File: config.mk
export PLATFORM = sky130hd
export DESIGN_NAME = sdram_pattern_tester
export DESIGN_NICKNAME = d
export VERILOG_FILES = /design/src/rtl/sdram_pattern_tester.sv
export SDC_FILE = /design/constraint.sdc
export NUM_CORES = 1
export LEC_CHECK = 0
export ABC_AREA = 1
export BUFFER_PORTS_ARGS = -buffer_cell sky130_fd_sc_hd__buf_4
export CAP_MARGIN = 5
export CORE_UTILIZATION = 50
export CTS_CLUSTER_SIZE = 20
export DETAILED_ROUTE_END_ITERATION = 8
export GPL_TIMING_DRIVEN = 0
export PLACE_DENSITY = 0.77
export SLEW_MARGIN = 40
export SYNTH_ARGS = -nofsm -noshare
export SYNTH_HDL_FRONTEND = slang
export SYNTH_SLANG_ARGS = --single-unit
File: constraint.sdc
create_clock -name dram_clk -period 3.4 [get_ports dram_clk]
set_clock_uncertainty 0.15 [all_clocks]
set_input_delay 0 -clock dram_clk [delete_from_list [all_inputs] [get_ports dram_clk]]
set_output_delay 0 -clock dram_clk [all_outputs]
set_load 0.005 [all_outputs]
File: src/rtl/sdram_pattern_tester.sv
// Board-level memory test: writes an address-derived pattern over 0..LAST_ADDR,
// reads it back with up to PIPE_DEPTH reads in flight, and tallies passes and mismatches.
module sdram_pattern_tester #(
  parameter int unsigned           ADDR_WIDTH = 22,
  parameter logic [ADDR_WIDTH-1:0] LAST_ADDR  = 22'h3FFFFF,
  parameter int unsigned           PIPE_DEPTH = 4,
  parameter logic [15:0]           SEED       = 16'hA55A,
  parameter bit                    LOOP       = 1'b1
) (
  input  logic                  dram_clk,
  input  logic                  reset_n,
  input  logic                  ctrl_init_done,
  output logic                  req,
  output logic                  req_write,
  output logic [ADDR_WIDTH-1:0] req_addr,
  output logic [15:0]           req_data,
  input  logic                  req_ready,
  input  logic                  rd_valid,
  input  logic [15:0]           rd_data,
  output logic                  pass_done,
  output logic                  error,
  output logic [ADDR_WIDTH-1:0] first_err_addr,
  output logic [15:0]           debug_number,
  output logic [2:0]            o_dbg_state,
  output logic [15:0]           o_pass_count,
  output logic [15:0]           o_error_count
);

  localparam int unsigned      PTR_W   = (PIPE_DEPTH > 1) ? $clog2(PIPE_DEPTH) : 1;
  localparam int unsigned      CNT_W   = PTR_W + 1;
  localparam logic [CNT_W-1:0] DEPTH_C = CNT_W'(PIPE_DEPTH);

  typedef enum logic [2:0] {
    S_IDLE  = 3'd0,
    S_WRITE = 3'd1,
    S_READ  = 3'd2,
    S_DRAIN = 3'd3,
    S_DONE  = 3'd4
  } state_t;

  state_t                r_state, w_state_nxt;
  logic [ADDR_WIDTH-1:0] r_cur_addr, w_cur_addr_nxt;
  logic                  r_req, w_req_nxt;
  logic                  r_req_write, w_req_write_nxt;
  logic [ADDR_WIDTH-1:0] r_req_addr, w_req_addr_nxt;
  logic [15:0]           r_req_data, w_req_data_nxt;
  logic                  r_pass_done, w_pass_done_nxt;

  logic                  w_accept, w_push, w_pop, w_fifo_empty, w_mismatch;
  logic [ADDR_WIDTH-1:0] r_fifo [PIPE_DEPTH];
  logic [PTR_W-1:0]      r_wr_ptr, r_rd_ptr;
  logic [CNT_W-1:0]      r_outstanding;
  logic [ADDR_WIDTH-1:0] w_head;
  logic [15:0]           r_pass_count, r_err_count, r_debug;
  logic                  r_error;
  logic [ADDR_WIDTH-1:0] r_first_err_addr;
  logic [7:0]            w_err_sat8;

  function automatic logic [15:0] pat(input logic [15:0] a16, input logic [7:0] p8);
    return a16 ^ {p8, p8} ^ SEED;
  endfunction

  // Handshake: a request transfers on a rising edge where req && req_ready; req and its
  // payload are held until then, and are dropped for one cycle after each transfer.
  assign w_accept     = r_req && req_ready;
  assign w_fifo_empty = (r_outstanding == '0);
  assign w_pop        = rd_valid && !w_fifo_empty;
  assign w_head       = r_fifo[r_rd_ptr];
  // Read data with nothing outstanding is a protocol violation and counts as a mismatch.
  assign w_mismatch   = rd_valid &&
                        (w_fifo_empty || (rd_data != pat(w_head[15:0], r_pass_count[7:0])));
  assign w_err_sat8   = (r_err_count[15:8] != 8'd0) ? 8'hFF : r_err_count[7:0];

  always_comb begin
    w_state_nxt     = r_state;
    w_cur_addr_nxt  = r_cur_addr;
    w_req_nxt       = r_req;
    w_req_write_nxt = r_req_write;
    w_req_addr_nxt  = r_req_addr;
    w_req_data_nxt  = r_req_data;
    w_pass_done_nxt = 1'b0;
    w_push          = 1'b0;
    unique case (r_state)
      S_IDLE: begin
        if (ctrl_init_done) begin
          w_state_nxt    = S_WRITE;
          w_cur_addr_nxt = '0;
        end
      end
      S_WRITE: begin
        if (w_accept) begin
          w_req_nxt = 1'b0;
          if (r_cur_addr == LAST_ADDR) begin
            w_state_nxt    = S_READ;
            w_cur_addr_nxt = '0;
          end else begin
            w_cur_addr_nxt = r_cur_addr + ADDR_WIDTH'(1);
          end
        end else if (!r_req) begin
          w_req_nxt       = 1'b1;
          w_req_write_nxt = 1'b1;
          w_req_addr_nxt  = r_cur_addr;
          w_req_data_nxt  = pat(r_cur_addr[15:0], r_pass_count[7:0]);
        end
      end
      S_READ: begin
        if (w_accept) begin
          w_req_nxt = 1'b0;
          w_push    = 1'b1;
          if (r_cur_addr == LAST_ADDR) begin
            w_state_nxt = S_DRAIN;
          end else begin
            w_cur_addr_nxt = r_cur_addr + ADDR_WIDTH'(1);
          end
        end else if (!r_req && (r_outstanding < DEPTH_C)) begin
          // Outstanding cannot grow while req is pending, so the FIFO never overflows.
          w_req_nxt       = 1'b1;
          w_req_write_nxt = 1'b0;
          w_req_addr_nxt  = r_cur_addr;
          w_req_data_nxt  = 16'd0;
        end
      end
      S_DRAIN: begin
        if (w_fifo_empty && !rd_valid) begin
          w_pass_done_nxt = 1'b1;
          w_cur_addr_nxt  = '0;
          w_state_nxt     = LOOP ? S_WRITE : S_DONE;
        end
      end
      S_DONE: begin
      end
      default: w_state_nxt = S_IDLE;
    endcase
  end

  always_ff @(posedge dram_clk) begin
    if (!reset_n) begin
      r_state     <= S_IDLE;
      r_cur_addr  <= '0;
      r_req       <= 1'b0;
      r_req_write <= 1'b0;
      r_req_addr  <= '0;
      r_req_data  <= 16'd0;
      r_pass_done <= 1'b0;
    end else begin
      r_state     <= w_state_nxt;
      r_cur_addr  <= w_cur_addr_nxt;
      r_req       <= w_req_nxt;
      r_req_write <= w_req_write_nxt;
      r_req_addr  <= w_req_addr_nxt;
      r_req_data  <= w_req_data_nxt;
      r_pass_done <= w_pass_done_nxt;
    end
  end

  always_ff @(posedge dram_clk) begin
    if (!reset_n) begin
      r_wr_ptr         <= '0;
      r_rd_ptr         <= '0;
      r_outstanding    <= '0;
      r_pass_count     <= 16'd0;
      r_err_count      <= 16'd0;
      r_error          <= 1'b0;
      r_first_err_addr <= '0;
      r_debug          <= 16'd0;
    end else begin
      if (w_push) r_wr_ptr <= r_wr_ptr + PTR_W'(1);
      if (w_pop)  r_rd_ptr <= r_rd_ptr + PTR_W'(1);
      if (w_push && !w_pop) begin
        r_outstanding <= r_outstanding + CNT_W'(1);
      end else if (!w_push && w_pop) begin
        r_outstanding <= r_outstanding - CNT_W'(1);
      end
      if (w_pass_done_nxt) r_pass_count <= r_pass_count + 16'd1;
      if (w_mismatch) begin
        if (r_err_count != 16'hFFFF) r_err_count <= r_err_count + 16'd1;
        r_error <= 1'b1;
        if (!r_error) r_first_err_addr <= w_pop ? w_head : '0;
      end
      r_debug <= {r_pass_count[7:0], w_err_sat8};
    end
  end

  always_ff @(posedge dram_clk) begin
    if (w_push) r_fifo[r_wr_ptr] <= r_req_addr;
  end

  assign req            = r_req;
  assign req_write      = r_req_write;
  assign req_addr       = r_req_addr;
  assign req_data       = r_req_data;
  assign pass_done      = r_pass_done;
  assign error          = r_error;
  assign first_err_addr = r_first_err_addr;
  assign debug_number   = r_debug;
  assign o_dbg_state    = r_state;
  assign o_pass_count   = r_pass_count;
  assign o_error_count  = r_err_count;

endmodule

Word level (Yosys, flattened, before mapping)
Memory sizes are Yosys's and may differ from the RTL's. A register that Yosys moved wholly into a read port is not among the register bits.
Index checks and enable logic that the tools add are counted.
- output and inout port bits: 115
- input bits: 21
- memories kept: 1
- bits in latches: 0
- memory bits (read-only): 0
- bits in writable memories: 88
- word-level logic and storage cells: 119
- register bits: 144
- memories (memory ; words ; width ; rd ports ; clocked after memory_dff ; write ports ; line ; text):
    r_fifo ; 4 ; 22 ; 1 ; 1 ; 1 ; 50 ; logic [ADDR_WIDTH-1:0] r_fifo [PIPE_DEPTH];
- $mul: 0
- reduce and logical (&&, ||, !) cells: 25
- $lt $le $gt $ge: 1
- add/sub/neg operators: 7
- shift-type cells: 0
- equal/unequal tests: 19
- div/mod/pow operators: 0
- bitwise gates (word level): 6
- mux-type cells: 45
- operator list (kind ; number):
    two-way mux 22 bit ; 11
    case mux 22 bit (4 select lines) ; 1
    two-way mux 16 bit ; 4
    case mux 22 bit (2 select lines) ; 1
    adder 16 x 1 -> 16 bit (second input constant) ; 2
    case mux 16 bit (2 select lines) ; 1
    bitwise XOR 16 bit ; 2
    two-way mux 3 bit ; 8
    adder 22 x 1 -> 22 bit (second input constant) ; 1
    equality test 22 bit (second input constant) ; 1
    inequality test 2 bit (second input constant) ; 11
    inequality test 16 bit ; 1
    inequality test 16 bit (second input constant) ; 1
    inverter 8 bit ; 2
    case mux 3 bit (5 select lines) ; 1
    two-way mux 1 bit ; 13
    two-way mux 8 bit ; 1
    nonzero test 8 bit ; 1
    logical AND 1 bit ; 7
    AND reduction 7 bit ; 1
    equality test 3 x 2 -> 1 bit (second input constant) ; 2
    logical NOT 3 bit ; 2
    AND reduction 2 bit ; 3
    AND reduction 6 bit ; 1
    other kinds (15) ; 24

Logic depth before layout (Yosys ltp)
Gate-level depths: netlist of the first run.
- depth in word-level cells: 7
- mapped depth: 19
- mapped depth without buffers: 16

Worst setup path after synthesis of the first run
No wires, ideal clock.
- kind: flip-flop to flip-flop
- start: reg r_state[0], in the netlist o_dbg_state[0]
- end: mem r_fifo[0][0] (enable)
- arrival: 2214 ps
- stages on the path, launching flop included: 8
- buffers on the path: 1
- setup time: 401 ps
- clock period less this slack: 2765 ps
- path slack: 635 ps
- data required time: 2849 ps
- cells stage by stage: dfxtp_1 inv_1 ha_1 clkbuf_1 inv_1 nor2_1 inv_1 nor2_1
- longest elaborated chain between the ends: 4
- RTL lines (item ; line ; text):
    start, declared ; 41 ; state_t r_state, w_state_nxt;
    start signal, assigned ; 146 ; r_state <= w_state_nxt;
    equality test 3 x 2 -> 1 bit ; 83 ; unique case (r_state)
    two-way mux 1 bit ; 83 ;
    two-way mux 1 bit ; 185 ; if (w_push) r_fifo[r_wr_ptr] <= r_req_addr;
    two-way mux 1 bit (not written as such) ; 185 ;
    end, declared ; 50 ;
Every way passes these cells.

Worst setup path after layout of the first run
- start: reg r_state[0], in the netlist o_dbg_state[0]
- end: reg r_req_data[7], in the netlist req_data[7]
- longest elaborated chain between the ends: 3
- elaborated cells between the ends (all ways): 9
- classes of those cells: 6 x eq/ne; 1 x mux; 2 x reduce/logical
- RTL lines (item ; line ; text):
    equality test 3 x 2 -> 1 bit or equality test 3 x 1 -> 1 bit (tied branches) ; 83 ;
    inequality test 2 bit (no source line) or nonzero test 2 bit (tied branches) ; -- ;
    AND reduction 5 bit (no source line) ; -- ;
    end signal, assigned ; 151 ; r_req_data <= w_req_data_nxt;
    end, declared ; 46 ; logic [15:0] r_req_data, w_req_data_nxt;
Several ways; a longest one is shown, not always the timed one.
A chain may end at the register's enable or synchronous reset.

==> impl_metrics.prom, run 1 <==
# TYPE chip_impl_metric gauge
chip_impl_metric{name="period_utilization",unit="%"} 84.76
chip_impl_info{name="yosys-top-cells-count",value="318 x sky130_fd_sc_hd__nand2_1, 157 x sky130_fd_sc_hd__nor2_1, 152 x sky130_fd_sc_hd__inv_1, 145 x sky130_fd_sc_hd__dfxtp_1, 101 x sky130_fd_sc_hd__nand3_1"} 1
chip_impl_metric{name="timing.reg2reg.worst_path_depth",unit=""} 11
chip_impl_metric{name="post-cts-setup-buffer-count",unit=""} 0
chip_impl_metric{name="initial_standard_cell_utilization_of_the_core",unit="%"} 50.96
chip_impl_metric{name="met2_length",unit="mm"} 14.41
chip_impl_metric{name="floorplan.rows",unit=""} 53
chip_impl_metric{name="drt_drc_violations_left",unit=""} 0
chip_impl_metric{name="place.detailed.instances",unit=""} 1735
chip_impl_metric{name="cap_violations",unit=""} 0
chip_impl_metric{name="routed-via-count",unit=""} 9649
chip_impl_info{name="r2r-start",value="o_dbg_state[0]$_SDFFE_PN0P_"} 1
chip_impl_metric{name="ys_ff_latch",unit=""} 233
chip_impl_metric{name="cts_buffer_depth",unit=""} 3
chip_impl_info{name="maxUsedRoutingLayer",value="met4"} 1
chip_impl_metric{name="reg2reg_slack",unit="ns"} 0.52
chip_impl_metric{name="gp_routability_congestion",unit=""} 0.9785
chip_impl_metric{name="fmaxAchievable",unit="MHz"} 347.0
chip_impl_info{name="result_of_the_run",value="finished clean"} 1
chip_impl_info{name="grt_setup_unrepaired",value="no"} 1
chip_impl_metric{name="antenna_cells",unit=""} 0
chip_impl_metric{name="drt-vias-per-instance",unit=""} 5.400
chip_impl_info{name="yosys-top-cells-area",value="sky130_fd_sc_hd__dfxtp_1 27%, sky130_fd_sc_hd__edfxtp_1 25%, sky130_fd_sc_hd__nand2_1 11%"} 1
chip_impl_info{name="endpoint_kind",value="register"} 1
chip_impl_metric{name="area_growth_syn_to_layout",unit="%"} 21.46
chip_impl_metric{name="dieArea",unit="mm2"} 0.02202
chip_impl_metric{name="postSynthNetCount",unit=""} 1357
chip_impl_metric{name="yosys_warnings",unit=""} 0
chip_impl_metric{name="synth.lib_cells_used.distinct",unit=""} 48
chip_impl_metric{name="detail_route.wirelength.met1",unit="mm"} 12.27
chip_impl_metric{name="internal_power",unit="mW"} 5.861
chip_impl_info{name="min_path_type",value="in -> reg"} 1
chip_impl_metric{name="sum_of_met3_wire_segment_lengths_after_detailed_routing",unit="mm"} 2.627
chip_impl_metric{name="clkTransAtPathRegs",unit="ns"} 0.06
chip_impl_metric{name="post_cts_resize_count",unit=""} 0
chip_impl_metric{name="final-hold-violation-count",unit=""} 0
chip_impl_metric{name="syn_avg_cell_area",unit="um2"} 8.103
chip_impl_metric{name="detailed_place.area",unit="mm2"} 0.01215
chip_impl_info{name="worstReg2RegEnd",value="req_data[7]$_SDFFE_PN0P_"} 1
chip_impl_metric{name="clock_power_share",unit="%"} 28.9
chip_impl_metric{name="fp.dieH",unit="um"} 148.4
chip_impl_metric{name="static-leakage-power",unit="nW"} 5.733
chip_impl_metric{name="wl_per_instance",unit="um"} 17.17
chip_impl_info{name="yosys_most_used_dff",value="sky130_fd_sc_hd__dfxtp_1"} 1
chip_impl_metric{name="timing.max_slew.rel_slack",unit="%"} 49.07
chip_impl_info{name="holdCritStartpoint",value="rd_data[10]"} 1
chip_impl_metric{name="proportion_of_synthesized_flip_flops_having_asynchronous_set_or_reset",unit="%"} 0
chip_impl_metric{name="area_of_the_core",unit="mm2"} 0.02102
chip_impl_metric{name="design.final.nets",unit=""} 1528
chip_impl_metric{name="syn-instance-count",unit=""} 1322
chip_impl_metric{name="cell_count_final_fillers_out",unit=""} 1787
chip_impl_metric{name="number_of_stages_on_the_worst_hold_path",unit=""} 10
chip_impl_metric{name="layout-drive-gt1-share",unit="%"} 16.27
chip_impl_metric{name="post_synth_instance_area",unit="mm2"} 0.01071
chip_impl_metric{name="place.detailed.hpwl",unit="mm"} 22.57
chip_impl_metric{name="global_route.overflow_total",unit=""} 0
chip_impl_metric{name="cp_max_fo",unit=""} 10
chip_impl_metric{name="drt.antenna.violating_nets",unit=""} 0
chip_impl_metric{name="stdcell_area",unit="mm2"} 0.01301
chip_impl_metric{name="number_of_buffers_inserted_during_clock_tree_synthesis",unit=""} 25
chip_impl_metric{name="grt.total_usage",unit="%"} 27.87
chip_impl_metric{name="drt_pass1_iterations",unit=""} 5
chip_impl_metric{name="detail_route.wirelength",unit="mm"} 30.68
chip_impl_metric{name="ctsHtreeMaxLevel",unit=""} 1
chip_impl_metric{name="vdd_drop_max",unit="mV"} 0.6362
chip_impl_metric{name="post-route-min-period",unit="ns"} 2.882
chip_impl_info{name="worst-setup-path-type",value="reg -> reg"} 1
chip_impl_metric{name="power.density_cell_area",unit="mW/mm2"} 700.8
chip_impl_metric{name="switchingPower",unit="mW"} 3.257
chip_impl_info{name="timing.hold.worst_endpoint",value="o_error_count[8]$_SDFFE_PN0P_"} 1
chip_impl_metric{name="fin_setup_tns",unit="ns"} 0
chip_impl_metric{name="total_power_consumption_of_the_routed_design",unit="mW"} 9.118
chip_impl_metric{name="portion_of_synthesized_cell_area_occupied_by_the_leading_cell_type",unit="%"} 27.10
chip_impl_metric{name="worst-endpoint-required",unit="ns"} 3.70
chip_impl_metric{name="switching_part_of_the_total_power",unit="%"} 35.72
chip_impl_metric{name="timing.critical_path.arrival",unit="ns"} 3.18
chip_impl_metric{name="maxSlewViolCount",unit=""} 0
chip_impl_metric{name="hold_buffers",unit=""} 6
chip_impl_metric{name="tightestPinTransition",unit="ns"} 0.7640
chip_impl_metric{name="grt_antenna_before_repair",unit=""} 0
chip_impl_metric{name="dr.first_iter.drc_count",unit=""} 754
chip_impl_metric{name="synth_edf_count",unit=""} 88
chip_impl_info{name="startpoint_type",value="register"} 1
chip_impl_metric{name="maximum_number_of_pins_on_one_net_before_global_route_repair",unit=""} 19
chip_impl_metric{name="worst_skew_pair.late_latency",unit="ns"} 0.53
chip_impl_info{name="most_repeated_cell_in_the_gate_level_netlist_after_synthesis",value="sky130_fd_sc_hd__nand2_1"} 1
chip_impl_info{name="cts_root_buffer",value="sky130_fd_sc_hd__clkbuf_16"} 1
chip_impl_metric{name="grt_pass1_wl",unit="mm"} 47.33
chip_impl_metric{name="grt_pass1_vias",unit=""} 8920
chip_impl_metric{name="cts_sinks",unit=""} 233
chip_impl_metric{name="die_w",unit="um"} 148.4
chip_impl_metric{name="combinational_power_share",unit="%"} 30.9
chip_impl_metric{name="yosysSeqAreaShare",unit="%"} 51.76
chip_impl_metric{name="setup-violations-final",unit=""} 0
chip_impl_metric{name="ports_placed_on_the_boundary",unit=""} 136
chip_impl_metric{name="final_hold_slack",unit="ns"} 0.1220
chip_impl_metric{name="io_port_bufs",unit=""} 134
chip_impl_metric{name="power_frac_seq",unit="%"} 40.2
chip_impl_info{name="synth_top_cell_by_area",value="sky130_fd_sc_hd__dfxtp_1"} 1
chip_impl_info{name="tritoncts",value="yes"} 1
[how the worst max path moves through the flow]
stage / depth (start not counted) / start / end / slack (ns)
after floorplan: 7 / o_dbg_state[0]$_SDFFE_PN0P_ / r_fifo[0][0]$_DFFE_PP_ / 0.64
after global placement: 7 / o_dbg_state[0]$_SDFFE_PN0P_ / r_fifo[0][14]$_DFFE_PP_ / -0.32
after detailed placement: 11 / o_dbg_state[0]$_SDFFE_PN0P_ / req_data[11]$_SDFFE_PN0P_ / 0.63
after CTS: 11 / o_dbg_state[0]$_SDFFE_PN0P_ / req_data[11]$_SDFFE_PN0P_ / 0.61
after global routing: 12 / o_dbg_state[0]$_SDFFE_PN0P_ / r_outstanding[2]$_SDFFE_PN0P_ / 0.31
final: 11 / o_dbg_state[0]$_SDFFE_PN0P_ / req_data[7]$_SDFFE_PN0P_ / 0.52
[layout make-up]
| type | count | area [um2] |
|---|---|---|
| sequential | 233 | 5545 |
| timing repair buffer | 144 | 1126 |
| fill | 1835 | 8010 |
| tap | 275 | 344.1 |
| clock inverter | 8 | 72.57 |
| multi-input combinational | 866 | 4227 |
| inverter | 159 | 604.3 |
| buffer | 64 | 366.6 |
| clock buffer | 38 | 725.7 |
[layer usage]
metal	track usage (%)	vias to the layer above
li1	-	4649
met1	35.26	4468
met2	46.71	437
met3	4.571	95
met4	12.84	0
met5	0	-
[power groups by stage]
stage	logic, mW	registers [mW]	clock network, mW
2_1_floorplan	1.71	3.61	0
3_3_place_gp	2.69	3.69	0
3_5_place_dp	2.76	3.71	0
4_1_cts	2.78	3.66	2.66
5_1_grt	3.10	3.71	2.78
6_report	2.82	3.67	2.64
[layout by cell type, fill, tap and decap left out, drive strengths merged, types with 2 or more instances in the layout]
| master | n |
|---|---|
| nand2 | 320 |
| buf | 176 |
| inv | 161 |
| nor2 | 159 |
| dfxtp | 145 |
| nand3 | 111 |
| edfxtp | 88 |
| a21oi | 74 |
| o21ai | 64 |
| clkbuf | 64 |
| nand4 | 44 |
| nor3 | 25 |
| xor2 | 15 |
| ha | 13 |
| xnor2 | 9 |
| o22ai | 6 |
| a211oi | 6 |
| dlygate4sd3 | 6 |
| nor4 | 4 |
| nor3b | 4 |
| clkinv | 4 |
| or2 | 2 |
[cells by family after synthesis]
| kind of cell | Yosys count | share of synthesized area (%) |
|---|---|---|
| and+or+nand+nor | 671 | 27.79 |
| DFF | 233 | 51.76 |
| buffers and inverters | 223 | 9.063 |
| AOI/OAI and AO/OA | 156 | 7.685 |
| xor gates and xnor gates | 24 | 1.962 |
| adders and majority gates | 14 | 1.705 |
| other | 1 | 0.03500 |
[per-stage QoR]
| step | util (%) | setup slack (ns) |
|---|---|---|
| final | 61.90 | 0.5181 |
| after global routing | 61.90 | 0.3084 |
| after CTS | 61.90 | 0.6060 |
| after detailed placement | 57.81 | 0.6303 |
| after global placement | 57.38 | -0.3229 |
| after floorplan | - | 0.6351 |
[flip-flops by register name (all words and copies together), names as in the netlist, named ones only]
| register | flops |
|---|---|
| req_write | 1 |
| pass_done | 1 |
| req | 1 |
| r_cur_addr | 22 |
| req_addr | 22 |
| o_error_count | 16 |
| r_rd_ptr | 2 |
| error | 1 |
| r_outstanding | 3 |
| debug_number | 16 |
| first_err_addr | 22 |
| req_data | 16 |
| o_pass_count | 16 |
| o_dbg_state | 2 |
| r_fifo | 88 |
| r_wr_ptr | 2 |
[worst max-delay path: stages, from the launching register on]
cell and delay [ns]:
sky130_fd_sc_hd__dfxtp_1 0.42, sky130_fd_sc_hd__inv_1 0.11, sky130_fd_sc_hd__ha_1 0.21, sky130_fd_sc_hd__clkbuf_1 0.21
sky130_fd_sc_hd__inv_1 0.12, sky130_fd_sc_hd__nor2_1 0.11, sky130_fd_sc_hd__a211oi_1 0.18, sky130_fd_sc_hd__nand2_1 0.18
sky130_fd_sc_hd__nor2_1 0.50, sky130_fd_sc_hd__buf_2 0.34, sky130_fd_sc_hd__nand2_1 0.12, sky130_fd_sc_hd__a21oi_1 0.14
(Power assumes the default switching activity.)
==> inputs of run 2 (changes only) <==
Settings changed: PLACE_DENSITY 0.77 to 0.8.
Clock period 3.4 ns to 2.6 ns, I/O delays scaled along.
==> run 2 against run 1 <==
Net effect:
- register-to-register slack worse by 0.48 ns
- sequential share of layout area fell by 0.24 points
- final area up 0.66%
- clock power grew 28%
- critical path depth down 1
- via count rose by 1.4%
- core utilization grew 0.41 points
- wire length up 3.4%
- combinational power grew 34%
- first-iteration DRC count shrank 8.6%
- die area stayed put
==> impl_metrics.prom, run 2 (same netlist as run 1, synthesis figures left out) <==
# TYPE chip_impl_metric gauge
chip_impl_info{name="worstReg2RegEnd",value="r_outstanding[2]$_SDFFE_PN0P_"} 1
chip_impl_metric{name="grt_pass1_vias",unit=""} 9264
chip_impl_metric{name="vdd_drop_max",unit="mV"} 0.4700
chip_impl_metric{name="worst-endpoint-required",unit="ns"} 2.86
chip_impl_metric{name="finish.utilization",unit="%"} 62.31
chip_impl_metric{name="static-leakage-power",unit="nW"} 5.769
chip_impl_metric{name="number_of_stages_on_the_worst_hold_path",unit=""} 10
chip_impl_metric{name="routed-via-count",unit=""} 9788
chip_impl_metric{name="drt-vias-per-instance",unit=""} 5.468
chip_impl_info{name="layout.cells.most_common_list",value="317 x sky130_fd_sc_hd__nand2_1, 151 x sky130_fd_sc_hd__inv_1, 149 x sky130_fd_sc_hd__nor2_1"} 1
chip_impl_metric{name="power.density_cell_area",unit="mW/mm2"} 913.1
chip_impl_metric{name="dr.first_iter.drc_count",unit=""} 689
chip_impl_metric{name="detailed_place.area",unit="mm2"} 0.01218
chip_impl_metric{name="timing.reg2reg.worst_path_depth",unit=""} 10
chip_impl_metric{name="fin_setup_tns",unit="ns"} 0
chip_impl_metric{name="grt_antenna_before_repair",unit=""} 0
chip_impl_metric{name="tightestPinTransition",unit="ns"} 0.7357
chip_impl_info{name="result_of_the_run",value="finished clean"} 1
chip_impl_metric{name="stdcell_area",unit="mm2"} 0.01310
chip_impl_info{name="min_path_type",value="in -> reg"} 1
chip_impl_metric{name="cell_count_final_fillers_out",unit=""} 1790
chip_impl_metric{name="ctsHtreeMaxLevel",unit=""} 1
chip_impl_info{name="most_common_library_cell_in_the_layout_ignoring_fill_and_taps",value="sky130_fd_sc_hd__nand2_1"} 1
chip_impl_metric{name="drt_drc_violations_left",unit=""} 0
chip_impl_metric{name="ports_placed_on_the_boundary",unit=""} 136
chip_impl_metric{name="layout.area.seq",unit="mm2"} 0.005550
chip_impl_metric{name="total_power_consumption_of_the_routed_design",unit="mW"} 11.96
chip_impl_metric{name="io_port_bufs",unit=""} 134
chip_impl_metric{name="period_utilization",unit="%"} 98.72
chip_impl_info{name="tritoncts",value="yes"} 1
chip_impl_metric{name="detail_route.wirelength",unit="mm"} 31.71
chip_impl_metric{name="layout_setup_ws",unit="ns"} 0.03329
chip_impl_info{name="holdCritStartpoint",value="rd_data[10]"} 1
chip_impl_metric{name="cap_violations",unit=""} 0
chip_impl_metric{name="largest_register_ffs",unit=""} 88
chip_impl_metric{name="dieArea",unit="mm2"} 0.02202
chip_impl_metric{name="cts_sinks",unit=""} 233
chip_impl_metric{name="timing.critical_path.arrival",unit="ns"} 2.82
chip_impl_metric{name="reg2reg_slack",unit="ns"} 0.03
chip_impl_metric{name="place.detailed.instances",unit=""} 1735
chip_impl_info{name="registers.top_by_ff_count",value="r_fifo"} 1
chip_impl_info{name="r2r-start",value="r_outstanding[0]$_SDFFE_PN0P_"} 1
chip_impl_metric{name="area_of_the_core",unit="mm2"} 0.02102
chip_impl_metric{name="internal_power",unit="mW"} 7.631
chip_impl_metric{name="drt_pass1_iterations",unit=""} 5
chip_impl_metric{name="post-route-min-period",unit="ns"} 2.567
chip_impl_metric{name="switchingPower",unit="mW"} 4.328
chip_impl_metric{name="grt.total_usage",unit="%"} 28.72
chip_impl_metric{name="clkTransAtPathRegs",unit="ns"} 0.06
chip_impl_metric{name="worst_skew_pair.late_latency",unit="ns"} 0.52
chip_impl_metric{name="die_w",unit="um"} 148.4
chip_impl_metric{name="wl_per_instance",unit="um"} 17.72
chip_impl_metric{name="area_growth_syn_to_layout",unit="%"} 22.26
chip_impl_metric{name="fmaxAchievable",unit="MHz"} 389.6
chip_impl_metric{name="floorplan.rows",unit=""} 53
chip_impl_info{name="startpoint_type",value="register"} 1
chip_impl_metric{name="timing.max_slew.rel_slack",unit="%"} 50.95
chip_impl_metric{name="setup-violations-final",unit=""} 0
chip_impl_metric{name="multi_input_comb_area",unit="mm2"} 0.004267
chip_impl_metric{name="fp.dieH",unit="um"} 148.4
chip_impl_metric{name="final_hold_slack",unit="ns"} 0.1895
chip_impl_metric{name="power_frac_seq",unit="%"} 40.2
chip_impl_metric{name="antenna_cells",unit=""} 0
chip_impl_metric{name="maximum_number_of_pins_on_one_net_before_global_route_repair",unit=""} 19
chip_impl_metric{name="place_ws",unit="ns"} -0.2255
chip_impl_info{name="cts_root_buffer",value="sky130_fd_sc_hd__clkbuf_16"} 1
chip_impl_metric{name="grt_pass1_wl",unit="mm"} 48.93
chip_impl_metric{name="clock_power_share",unit="%"} 28.2
chip_impl_info{name="grt_setup_unrepaired",value="yes"} 1
chip_impl_metric{name="layout-drive-gt1-share",unit="%"} 17.69
chip_impl_info{name="worst-setup-path-type",value="reg -> reg"} 1
chip_impl_metric{name="cp_max_fo",unit=""} 6
chip_impl_metric{name="global_route.overflow_total",unit=""} 0
chip_impl_metric{name="place.detailed.hpwl",unit="mm"} 22.71
chip_impl_info{name="endpoint_kind",value="register"} 1
chip_impl_metric{name="number_of_buffers_inserted_during_clock_tree_synthesis",unit=""} 24
chip_impl_info{name="timing.hold.worst_endpoint",value="o_error_count[8]$_SDFFE_PN0P_"} 1
chip_impl_metric{name="maxSlewViolCount",unit=""} 0
chip_impl_metric{name="final-hold-violation-count",unit=""} 0
chip_impl_metric{name="gp_routability_congestion",unit=""} 0.9608
chip_impl_metric{name="switching_part_of_the_total_power",unit="%"} 36.19
chip_impl_metric{name="design.final.nets",unit=""} 1532
chip_impl_metric{name="combinational_power_share",unit="%"} 31.6
chip_impl_metric{name="filler_cell_count",unit=""} 1803
chip_impl_metric{name="initial_standard_cell_utilization_of_the_core",unit="%"} 50.96
chip_impl_metric{name="drt.antenna.violating_nets",unit=""} 0
chip_impl_metric{name="cts_buffer_depth",unit=""} 3
==> run 2: cell count changes in the layout (fill, tap and decap cells not counted), sizes merged <==
| cell | change |
|---|---|
| bufinv | -1 |
| clkinv | -1 |
| dlygate4sd3 | -1 |
| nand2 | +1 |
| inv | -2 |
| clkbuf | +2 |
| clkinvlp | +2 |
| buf | +3 |
==> run 2: layout make-up <==
cell class | instances | share of cell area [%]
sequential | 233 | 42.38
multi-input combinational | 867 | 32.58
timing repair buffer | 149 | 9.056
clock buffer | 38 | 5.617
inverter | 159 | 4.614
buffer | 63 | 2.847
tap | 275 | 2.627
clock inverter | 6 | 0.2866
==> run 2: critical path, stage by stage (launching register included) <==
cell                      delay [ns]
sky130_fd_sc_hd__dfxtp_1        0.36
sky130_fd_sc_hd__nor3_2         0.27
sky130_fd_sc_hd__nor2_1         0.17
sky130_fd_sc_hd__inv_1          0.35
sky130_fd_sc_hd__ha_1           0.23
sky130_fd_sc_hd__inv_1          0.08
sky130_fd_sc_hd__fa_1           0.38
sky130_fd_sc_hd__a21oi_1        0.14
sky130_fd_sc_hd__o21ai_0        0.11
sky130_fd_sc_hd__o21ai_0        0.17
sky130_fd_sc_hd__a21oi_1        0.05
==> run 2: what timing repair did <==
item / 4_1_cts / 5_1_grt
gates cloned: 0 / 1
hold endpoints to repair: 21 / 0
pin swaps: 0 / 3
setup buffers: 0 / 6
resized for setup: 4 / 18
setup endpoints to repair: 122 / 102
hold buffers: 5 / 0
==> run 2: worst max path at each step <==
stage / endpoint / slack [ns] / startpoint / cells after the start
2_1_floorplan: r_fifo[0][0]$_DFFE_PP_ / -0.16 / o_dbg_state[0]$_SDFFE_PN0P_ / 7
3_3_place_gp: r_fifo[0][14]$_DFFE_PP_ / -1.09 / o_dbg_state[0]$_SDFFE_PN0P_ / 7
3_5_place_dp: req_data[7]$_SDFFE_PN0P_ / -0.23 / o_dbg_state[0]$_SDFFE_PN0P_ / 11
4_1_cts: r_cur_addr[12]$_SDFFE_PN0P_ / 0.03 / r_cur_addr[1]$_SDFFE_PN0P_ / 14
5_1_grt: r_outstanding[2]$_SDFFE_PN0P_ / -0.09 / o_dbg_state[0]$_SDFFE_PN0P_ / 11
6_report: r_outstanding[2]$_SDFFE_PN0P_ / 0.03 / r_outstanding[0]$_SDFFE_PN0P_ / 10
==> run 2: layer usage <==
layer | part of all wire (%) | GRT usage (%) | vias to the layer above
li1 | - | - | 4690
met5 | 0 | 0 | -
met3 | 8.1 | 3.957 | 79
met4 | 3.3 | 11.70 | 0
met2 | 49 | 49.55 | 449
met1 | 40 | 36.19 | 4570
==> run 2: power by group through the flow <==
| stage | clock (mW) | combinational [mW] | sequential [mW] |
|---|---|---|---|
| 4_1_cts | 3.38 | 3.67 | 4.80 |
| 2_1_floorplan | 0 | 2.23 | 4.73 |
| 3_5_place_dp | 0 | 3.62 | 4.87 |
| 3_3_place_gp | 0 | 3.52 | 4.85 |
| 5_1_grt | 3.52 | 4.15 | 4.87 |
| 6_report | 3.37 | 3.78 | 4.81 |
